<file path="config.mk">
export PLATFORM = sky130hd
export DESIGN_NAME = bram_read_arbiter
export DESIGN_NICKNAME = d
export VERILOG_FILES = /design/src/rtl/bram_read_arbiter.sv
export SDC_FILE = /design/constraint.sdc
export NUM_CORES = 1
export LEC_CHECK = 0
export CAP_MARGIN = 20
export CORE_UTILIZATION = 40
export CTS_CLUSTER_SIZE = 8
export DETAILED_ROUTE_END_ITERATION = 8
export GPL_TIMING_DRIVEN = 0
export PLACE_DENSITY = 0.87
export SLEW_MARGIN = 10
export SYNTH_ARGS = -nofsm -noshare
export SYNTH_HDL_FRONTEND = slang
export SYNTH_SLANG_ARGS = --single-unit
</file>
<file path="constraint.sdc">
create_clock -name clk -period 3.35 [get_ports clk]
set_clock_uncertainty 0.15 [all_clocks]
set_input_delay 0.67 -clock clk [delete_from_list [all_inputs] [get_ports clk]]
set_output_delay 0.67 -clock clk [all_outputs]
set_load 0.02 [all_outputs]
</file>
<file path="src/rtl/bram_read_arbiter.sv">
// Round-robin, burst-bounded arbiter sharing the frame BRAM read port between NUM_REQ consumers.
// Optional macro BRAM_READ_WRITE_FENCE_EN: stall all grants while the write controller is mid-write.
module bram_read_arbiter #(
    parameter int unsigned NUM_REQ   = 3,
    parameter int unsigned ADDR_W    = 13,
    parameter int unsigned DATA_W    = 8,
    parameter int unsigned READ_LAT  = 1,
    parameter int unsigned MAX_BURST = 4
) (
    input  logic                       clk,
    input  logic                       reset,
    input  logic [NUM_REQ-1:0]         req_i,
    input  logic [NUM_REQ*ADDR_W-1:0]  addr_i,
    output logic [NUM_REQ-1:0]         gnt_o,
    output logic [NUM_REQ-1:0]         rvalid_o,
    output logic [DATA_W-1:0]          rdata_o,
    output logic [ADDR_W-1:0]          bram_addr_o,
    output logic                       bram_en_o,
    input  logic [DATA_W-1:0]          bram_rdata_i,
    input  logic                       write_busy_i
);

    localparam int unsigned IDW = (NUM_REQ > 1) ? $clog2(NUM_REQ) : 1;
    localparam int unsigned CW  = $clog2(MAX_BURST + 1);

    typedef enum logic {
        IDLE,
        OWNED
    } state_t;

    state_t                     state_q, state_d;
    logic [IDW-1:0]             owner_q, owner_d;
    logic [IDW-1:0]             ptr_q, ptr_d;
    logic [CW-1:0]              cnt_q, cnt_d;

    logic                       gnt_v;
    logic [IDW-1:0]             gnt_idx;
    logic                       accept;
    logic                       fence;
    logic [IDW:0]               pk;
    logic [IDW-1:0]             nxt;
    logic [NUM_REQ-1:0]         others;

    logic [ADDR_W-1:0]          baddr_q;
    logic                       ben_q;
    logic [IDW-1:0]             bid_q;
    logic [READ_LAT-1:0]        vld_q;
    logic [READ_LAT*IDW-1:0]    vid_q;

`ifdef BRAM_READ_WRITE_FENCE_EN
    assign fence = write_busy_i;
`else
    logic unused_write_busy;
    assign unused_write_busy = write_busy_i;
    assign fence = 1'b0;
`endif

    // Returns {found, index} of the first requester at or after start, wrapping.
    function automatic logic [IDW:0] pick(input logic [NUM_REQ-1:0] r, input logic [IDW-1:0] start);
        logic [IDW:0] res;
        int unsigned  idx;
        res = '0;
        for (int unsigned k = 0; k < NUM_REQ; k++) begin
            idx = 32'(start) + k;
            if (idx >= NUM_REQ) idx = idx - NUM_REQ;
            if (!res[IDW] && r[idx[IDW-1:0]]) res = {1'b1, idx[IDW-1:0]};
        end
        return res;
    endfunction

    function automatic logic [IDW-1:0] inc_wrap(input logic [IDW-1:0] v);
        return (32'(v) == NUM_REQ - 1) ? '0 : v + 1'b1;
    endfunction

    always_comb begin
        state_d = state_q;
        owner_d = owner_q;
        ptr_d   = ptr_q;
        cnt_d   = cnt_q;
        gnt_v   = 1'b0;
        gnt_idx = owner_q;
        pk      = '0;
        nxt     = inc_wrap(owner_q);
        others  = req_i & ~(NUM_REQ'(1) << owner_q);

        case (state_q)
            IDLE: begin
                pk      = pick(req_i, ptr_q);
                gnt_v   = pk[IDW];
                gnt_idx = pk[IDW-1:0];
                if (pk[IDW]) begin
                    state_d = OWNED;
                    owner_d = pk[IDW-1:0];
                    cnt_d   = CW'(1);
                end
            end
            OWNED: begin
                if (req_i[owner_q] && (cnt_q < CW'(MAX_BURST))) begin
                    gnt_v = 1'b1;
                    cnt_d = cnt_q + 1'b1;
                end else if (req_i[owner_q] && (others == '0)) begin
                    // Burst limit hit with nobody waiting: count restarts, this beat is the first.
                    gnt_v = 1'b1;
                    cnt_d = CW'(1);
                end else begin
                    ptr_d   = nxt;
                    pk      = pick(req_i, nxt);
                    gnt_v   = pk[IDW];
                    gnt_idx = pk[IDW-1:0];
                    if (pk[IDW]) begin
                        owner_d = pk[IDW-1:0];
                        cnt_d   = CW'(1);
                    end else begin
                        state_d = IDLE;
                        cnt_d   = '0;
                    end
                end
            end
            default: state_d = IDLE;
        endcase

        // A write fence freezes all arbitration state and withholds the grant.
        if (fence) begin
            state_d = state_q;
            owner_d = owner_q;
            ptr_d   = ptr_q;
            cnt_d   = cnt_q;
            gnt_v   = 1'b0;
        end
    end

    assign accept = gnt_v & ~reset;
    assign gnt_o  = accept ? (NUM_REQ'(1) << gnt_idx) : '0;

    always_ff @(posedge clk) begin
        if (reset) begin
            state_q <= IDLE;
            owner_q <= '0;
            ptr_q   <= '0;
            cnt_q   <= '0;
            baddr_q <= '0;
            ben_q   <= 1'b0;
            bid_q   <= '0;
            vld_q   <= '0;
            vid_q   <= '0;
        end else begin
            state_q <= state_d;
            owner_q <= owner_d;
            ptr_q   <= ptr_d;
            cnt_q   <= cnt_d;
            ben_q   <= accept;
            bid_q   <= gnt_idx;
            if (accept) baddr_q <= addr_i[gnt_idx*ADDR_W +: ADDR_W];
            vld_q   <= (vld_q << 1) | READ_LAT'(ben_q);
            vid_q   <= (vid_q << IDW) | (READ_LAT*IDW)'(bid_q);
        end
    end

    assign bram_addr_o = baddr_q;
    assign bram_en_o   = ben_q;
    assign rvalid_o    = vld_q[READ_LAT-1] ? (NUM_REQ'(1) << vid_q[(READ_LAT-1)*IDW +: IDW]) : '0;
    assign rdata_o     = bram_rdata_i;

endmodule

</file>
Word level (Yosys, flattened, before mapping). Index checks and enable logic that the tools add are counted.

Register bits: 27. Word-level logic and storage cells: 139. ROM bits: 0. RAM bits: 0. Input port bits: 53. Bits in latches: 0. Output and inout bits: 28. Memories kept: 0.

Reductions and logical operators: 13. Magnitude comparators: 14. Add/sub/neg operators: 12. Bitwise gates (word level): 7. Multiply operators: 1. Divide/modulo/power cells: 0. Mux-type cells: 74. Shift operators: 4. Equal/unequal tests: 5.

Operators with widths (count): 2-to-1 mux 3 bit (22); 2-to-1 mux 2 bit (25); indexed part select 39 x 7 -> 13 bit (1); less-than comparator 2 x 3 -> 1 bit, second input constant (7); 2-to-1 mux 1 bit (15); binary-select mux 1 bit (select 2 bit) (7); >= comparator 3 x 2 -> 1 bit, second input constant (4); subtractor 2 bit, second input constant (6); left shift 1 x 2 -> 3 bit, first input constant (3); one-hot mux 2 bit (2 select lines) (2); adder 2 x 1 -> 3 bit, second input constant (2); adder 2 x 2 -> 3 bit, second input constant (2); logical AND 1 bit (6); multiplier 2 x 4 -> 6 bit, second input constant (1); inequality test 2 bit, second input constant (3); one-hot mux 3 bit (2 select lines) (1); >= comparator 2 bit, second input constant (2); zero test 1 bit (4); NOT 1 bit (4); one-hot mux 1 bit (2 select lines) (2); AND reduction 4 bit (1); adder 3 x 1 -> 3 bit, second input constant (1); AND 3 bit (1); zero test 3 bit (1); other kinds (7) (7).

Depth between registers and ports, before layout.
Word-level depth: 31. Mapped depth: 11.

Least setup slack after synthesis. Ideal clock, no wire load.

Path kind: register to output. From: register ptr_q[0]. To: output port gnt_o[0]. Buffers on the path: 2. Arrival: 2.416 ns. Cell stages (with the launch flop): 11. Slack: 0.114 ns. Cell sequence: dfxtp_1 inv_1 ha_1 buf_2 nor2b_1 o21ai_0 a311oi_1 o2111ai_1 nand3_2 buf_2 nor3_1.

Longest elaborated chain between the ends: 18.

Ends and longest elaborated chain: start: declaration (line 33) `logic [IDW-1:0] ptr_q, ptr_d;`; start signal: assignment (line 149) `ptr_q <= ptr_d;`; parallel branches: the longest is 13 deep, another holds adder 2 x 1 -> 3 bit; 2-to-1 mux 3 bit * (line 66) `if (!res[IDW] && r[idx[IDW-1:0]]) res = {1'b1, idx[IDW-1:0]};`; 2-to-1 mux 3 bit * (line 86) `case (state_q)`; one-hot mux 2 bit (2 select lines) or one-hot mux 1 bit (2 select lines) (tied branches) (line 86); left shift 1 x 2 -> 3 bit or AND 1 bit (tied branches) (line 133, 132); 2-to-1 mux 3 bit * (line 133) `assign gnt_o = accept ? (NUM_REQ'(1) << gnt_idx) : '0;`; end: declaration (line 14) `output logic [NUM_REQ-1:0] gnt_o,`.

Every way passes the cells marked *. The select of a mux whose other input is x is not followed.

Worst setup path after layout.
From: input port req_i[0]. To: output port gnt_o[2].

Longest elaborated chain between the ends: 23.

Ends and longest elaborated chain: start: declaration (line 12) `input logic [NUM_REQ-1:0] req_i,`; binary-select mux 1 bit (select 2 bit) (line 66); 2-to-1 mux 1 bit (implied by the code) (line 66); 2-to-1 mux 3 bit (line 66); 2-to-1 mux 3 bit (line 101) `end else if (req_i[owner_q] && (others == '0)) begin`; 2-to-1 mux 3 bit (line 98) `if (req_i[owner_q] && (cnt_q < CW'(MAX_BURST))) begin`; 2-to-1 mux 3 bit (line 86); zero test 1 bit (line 66); logical AND 1 bit (line 66); [... 7 more ...]; 2-to-1 mux 3 bit (line 101); 2-to-1 mux 3 bit (line 98); 2-to-1 mux 3 bit (line 86); 2-to-1 mux 2 bit or 2-to-1 mux 1 bit (tied branches) (line 101); 2-to-1 mux 2 bit or 2-to-1 mux 1 bit (tied branches) (line 98); one-hot mux 2 bit (2 select lines) or one-hot mux 1 bit (2 select lines) (tied branches) (line 86); left shift 1 x 2 -> 3 bit or AND 1 bit (tied branches) (line 133, 132); 2-to-1 mux 3 bit * (line 133).

Every way passes the cells marked *; elsewhere a longest branch is shown, timed or not. The select of a mux whose other input is x is not followed.

==> results.json <==
{
  "clk_path_buf_depth": 2,
  "worstReg2RegEnd": "bram_addr_o[7]",
  "power.leakage_nw": 1.19,
  "post-place-cells": 330,
  "r2r_start": "ptr_q[1]",
  "synth-edff-count": 0,
  "drive_above_1_share_pct": 23.5,
  "finalSetupViolCount": 0,
  "min_from": "bid_q[0]",
  "r2r_cells": 17,
  "layout_worst_path_cycle_share_pct": 97.7,
  "cts_tree": "yes",
  "whs_path_depth": 1,
  "syn_area_sq_um": 1780,
  "yosys.area.top_type": "dfxtp_1",
  "routed_wl_um": 5060,
  "yosysWarnings": 0,
  "tns_ns": 0,
  "h-tree-depth": 1,
  "r2r_slack_ns": 0.18,
  "via_count": 1915,
  "period_needed_ns": 3.27,
  "crit_type": "in2out",
  "critPathCaptureType": "output pin",
  "grt_max_degree": 17,
  "synth_seq_cells": 27,
  "dr.pass1.iters": 4,
  "drc": 0,
  "relSlewSlack_pct": 71.0,
  "grtUsageTotal_pct": 21.7,
  "hold_viol_final": 0,
  "place_congestion": 0.829,
  "row_count": 23,
  "arrival_ns": 2.45,
  "instances_no_fill": 356,
  "start_util_pct": 42.8,
  "viasPerCell": 5.38,
  "maxCapViolations": 0,
  "total_power_mw": 1.47,
  "grt_pass1_vias": 1771,
  "synth_most_common_cell": "dfxtp_1",
  "hp-class": "reg2reg",
  "ios": 81,
  "insertion_delay_ns": 0.28,
  "finalMaxSlewViolations": 0,
  "synthTopCellsByCount": "dfxtp_1, mux2i_1, nor2_1",
  "synth_top_flop_cell": "dfxtp_1",
  "yosys-top-cells-area": "dfxtp_1, mux2i_1, a32oi_1",
  "path_clk_slew_ns": 0.10,
  "antenna_cells": 0,
  "netlist_instances": 210,
  "io_buffers": 70,
  "p_per_area_nw_per_um2": 513,
  "start_kind": "primary input",
  "dp_hpwl_um": 3490,
  "antenna_found_initial": 0,
  "seq_area_frac_synth_pct": 30.4,
  "fin_util_pct": 69.2,
  "cts_root_buffer": "clkbuf_8",
  "hold_buffers": 0,
  "cp_max_fo": 6,
  "dieArea_sq_um": 4710,
  "coreArea_sq_um": 4140,
  "drt_iter0_drc": 77,
  "cp.required_ns": 2.53,
  "syn_to_final_growth_pct": 61.6,
  "fp.dieH_um": 68.6,
  "final_antenna_net_count": 0,
  "synth_cell_types": 48,
  "wl_per_cell_um": 14.2,
  "hold_end": "vid_q[0]",
  "vdd_drop_max_mv": 0.375,
  "synth_area_per_cell_sq_um": 8.45,
  "syn-num-nets": 267,
  "synth_async_sr_flop_share_pct": 0,
  "status": "finished clean",
  "die_w_um": 68.6,
  "yosys.area.top_type_share_pct": 30.4,
  "cts.sink_count": 27,
  "rsz0062_at_grt": "true",
  "final_net_count": 364,
  "worst_slew_pin_slew_ns": 0.432,
  "cts_buffers": 3,
  "timing.fmax_mhz": 305,
  "grt_overflow": 0,
  "grt_pass1_wl_um": 7630
}
==> sequential cells by signal (all words and copies together), names as in the netlist <==
register	count
bram_en_o	1
state_q	1
owner_q	2
vid_q	2
bid_q	2
ptr_q	2
vld_q	1
bram_addr_o	13
cnt_q	3
==> kinds of logic (layout without fill, tap and decap cells) <==
family          after synthesis  after routing  synth area share [%]
compound gates               63             63                  25.3
flops                        27             27                  30.4
fa+ha+maj                     5              5                  3.38
buf+inv                      32            128                  10.1
mux                          20             20                  11.3
simple gates                 63             63                  19.5
==> worst max-delay path by stage <==
| stage | startpoint | end | slack, ns | cells past startpoint |
|---|---|---|---|---|
| 2_1_floorplan | ptr_q[0] | gnt_o[0] | 0.11 | 10 |
| 3_3_place_gp | req_i[1] | gnt_o[0] | -1.16 | 11 |
| 3_5_place_dp | req_i[1] | gnt_o[0] | -1.16 | 11 |
| 4_1_cts | ptr_q[0] | bram_addr_o[7] | 0.003 | 17 |
| 5_1_grt | ptr_q[1] | gnt_o[2] | -0.01 | 11 |
| 6_report | req_i[0] | gnt_o[2] | 0.08 | 10 |
==> layer usage <==
metal	part of all wire (%)	up-vias	GRT usage [%]	wire (um)
met5	0	-	0	0
met1	41	869	24.3	2080
met2	49	83	38.6	2500
li1	-	955	-	-
met4	1.6	0	8.07	83
met3	8.0	8	6.25	406
==> per-stage QoR <==
stage | instance area [sq um] | hold WS, ns | setup WS (ns)
2_1_floorplan | 1780 | 0.264 | 0.114
3_3_place_gp | 2540 | 0.269 | -1.16
3_5_place_dp | 2540 | 0.279 | -1.16
4_1_cts | 2750 | 0.300 | 0.00268
5_1_grt | 2870 | 0.322 | -0.0139
6_report | 2870 | 0.298 | 0.0758
==> layout by cell type, fill, tap and decap left out, types with 2 or more instances in the layout <==
| master | count |
|---|---|
| a32oi_1 | 13 |
| nor3_1 | 6 |
| buf_4 | 35 |
| nor2b_1 | 10 |
| mux2i_1 | 20 |
| a31oi_1 | 2 |
| a21oi_1 | 7 |
| clkbuf_8 | 3 |
| a21boi_0 | 2 |
| nor2_4 | 2 |
| nand2_1 | 7 |
| nand3_1 | 3 |
| buf_8 | 2 |
| o21ai_1 | 10 |
| ha_4 | 2 |
| dfxtp_4 | 2 |
| clkdlybuf4s50_1 | 65 |
| clkbuf_1 | 3 |
| o21ai_0 | 11 |
| buf_6 | 3 |
| inv_1 | 6 |
| nor2_1 | 16 |
| and3b_1 | 4 |
| a22oi_1 | 3 |
| dfxtp_1 | 25 |
| nand2_4 | 2 |
| buf_2 | 6 |
| ha_1 | 2 |
| o211ai_1 | 2 |
==> power breakdown <==
part / leakage, nW / internal (mW) / switching, mW / total, mW
combinational: 0.948 / 0.429 / 0.411 / 0.840
sequential: 0.225 / 0.392 / 0.0470 / 0.439
clock: 0.0217 / 0.0848 / 0.108 / 0.193
total: 1.19 / 0.906 / 0.566 / 1.47
==> worst max-delay path, stage by stage <==
cell             delay, ns
clkdlybuf4s15_2       0.23
nor2b_2               0.20
or3_4                 0.38
a311oi_2              0.30
o2111ai_2             0.17
buf_4                 0.19
nand2_4               0.09
nand2_4               0.05
inv_1                 0.06
buf_6                 0.11
==> layout make-up <==
| cell class | count | area [sq um] |
|---|---|---|
| Fill cell | 317 | 1270 |
| Multi-Input combinational cell | 151 | 1140 |
| Timing Repair Buffer | 96 | 883 |
| Sequential cell | 27 | 548 |
| Buffer | 20 | 151 |
| Tap cell | 50 | 62.6 |
| Clock buffer | 3 | 41.3 |
| Inverter | 8 | 32.5 |
| Clock inverter | 1 | 7.51 |
==> what timing repair did <==
action                     CTS  global route
gates resized for setup     39            22
pin swaps                    8             5
setup endpoints to repair    3            13
gates cloned                 0             0
buffers inserted            17             9
Note: power is estimated with default switching activity, not from simulation.
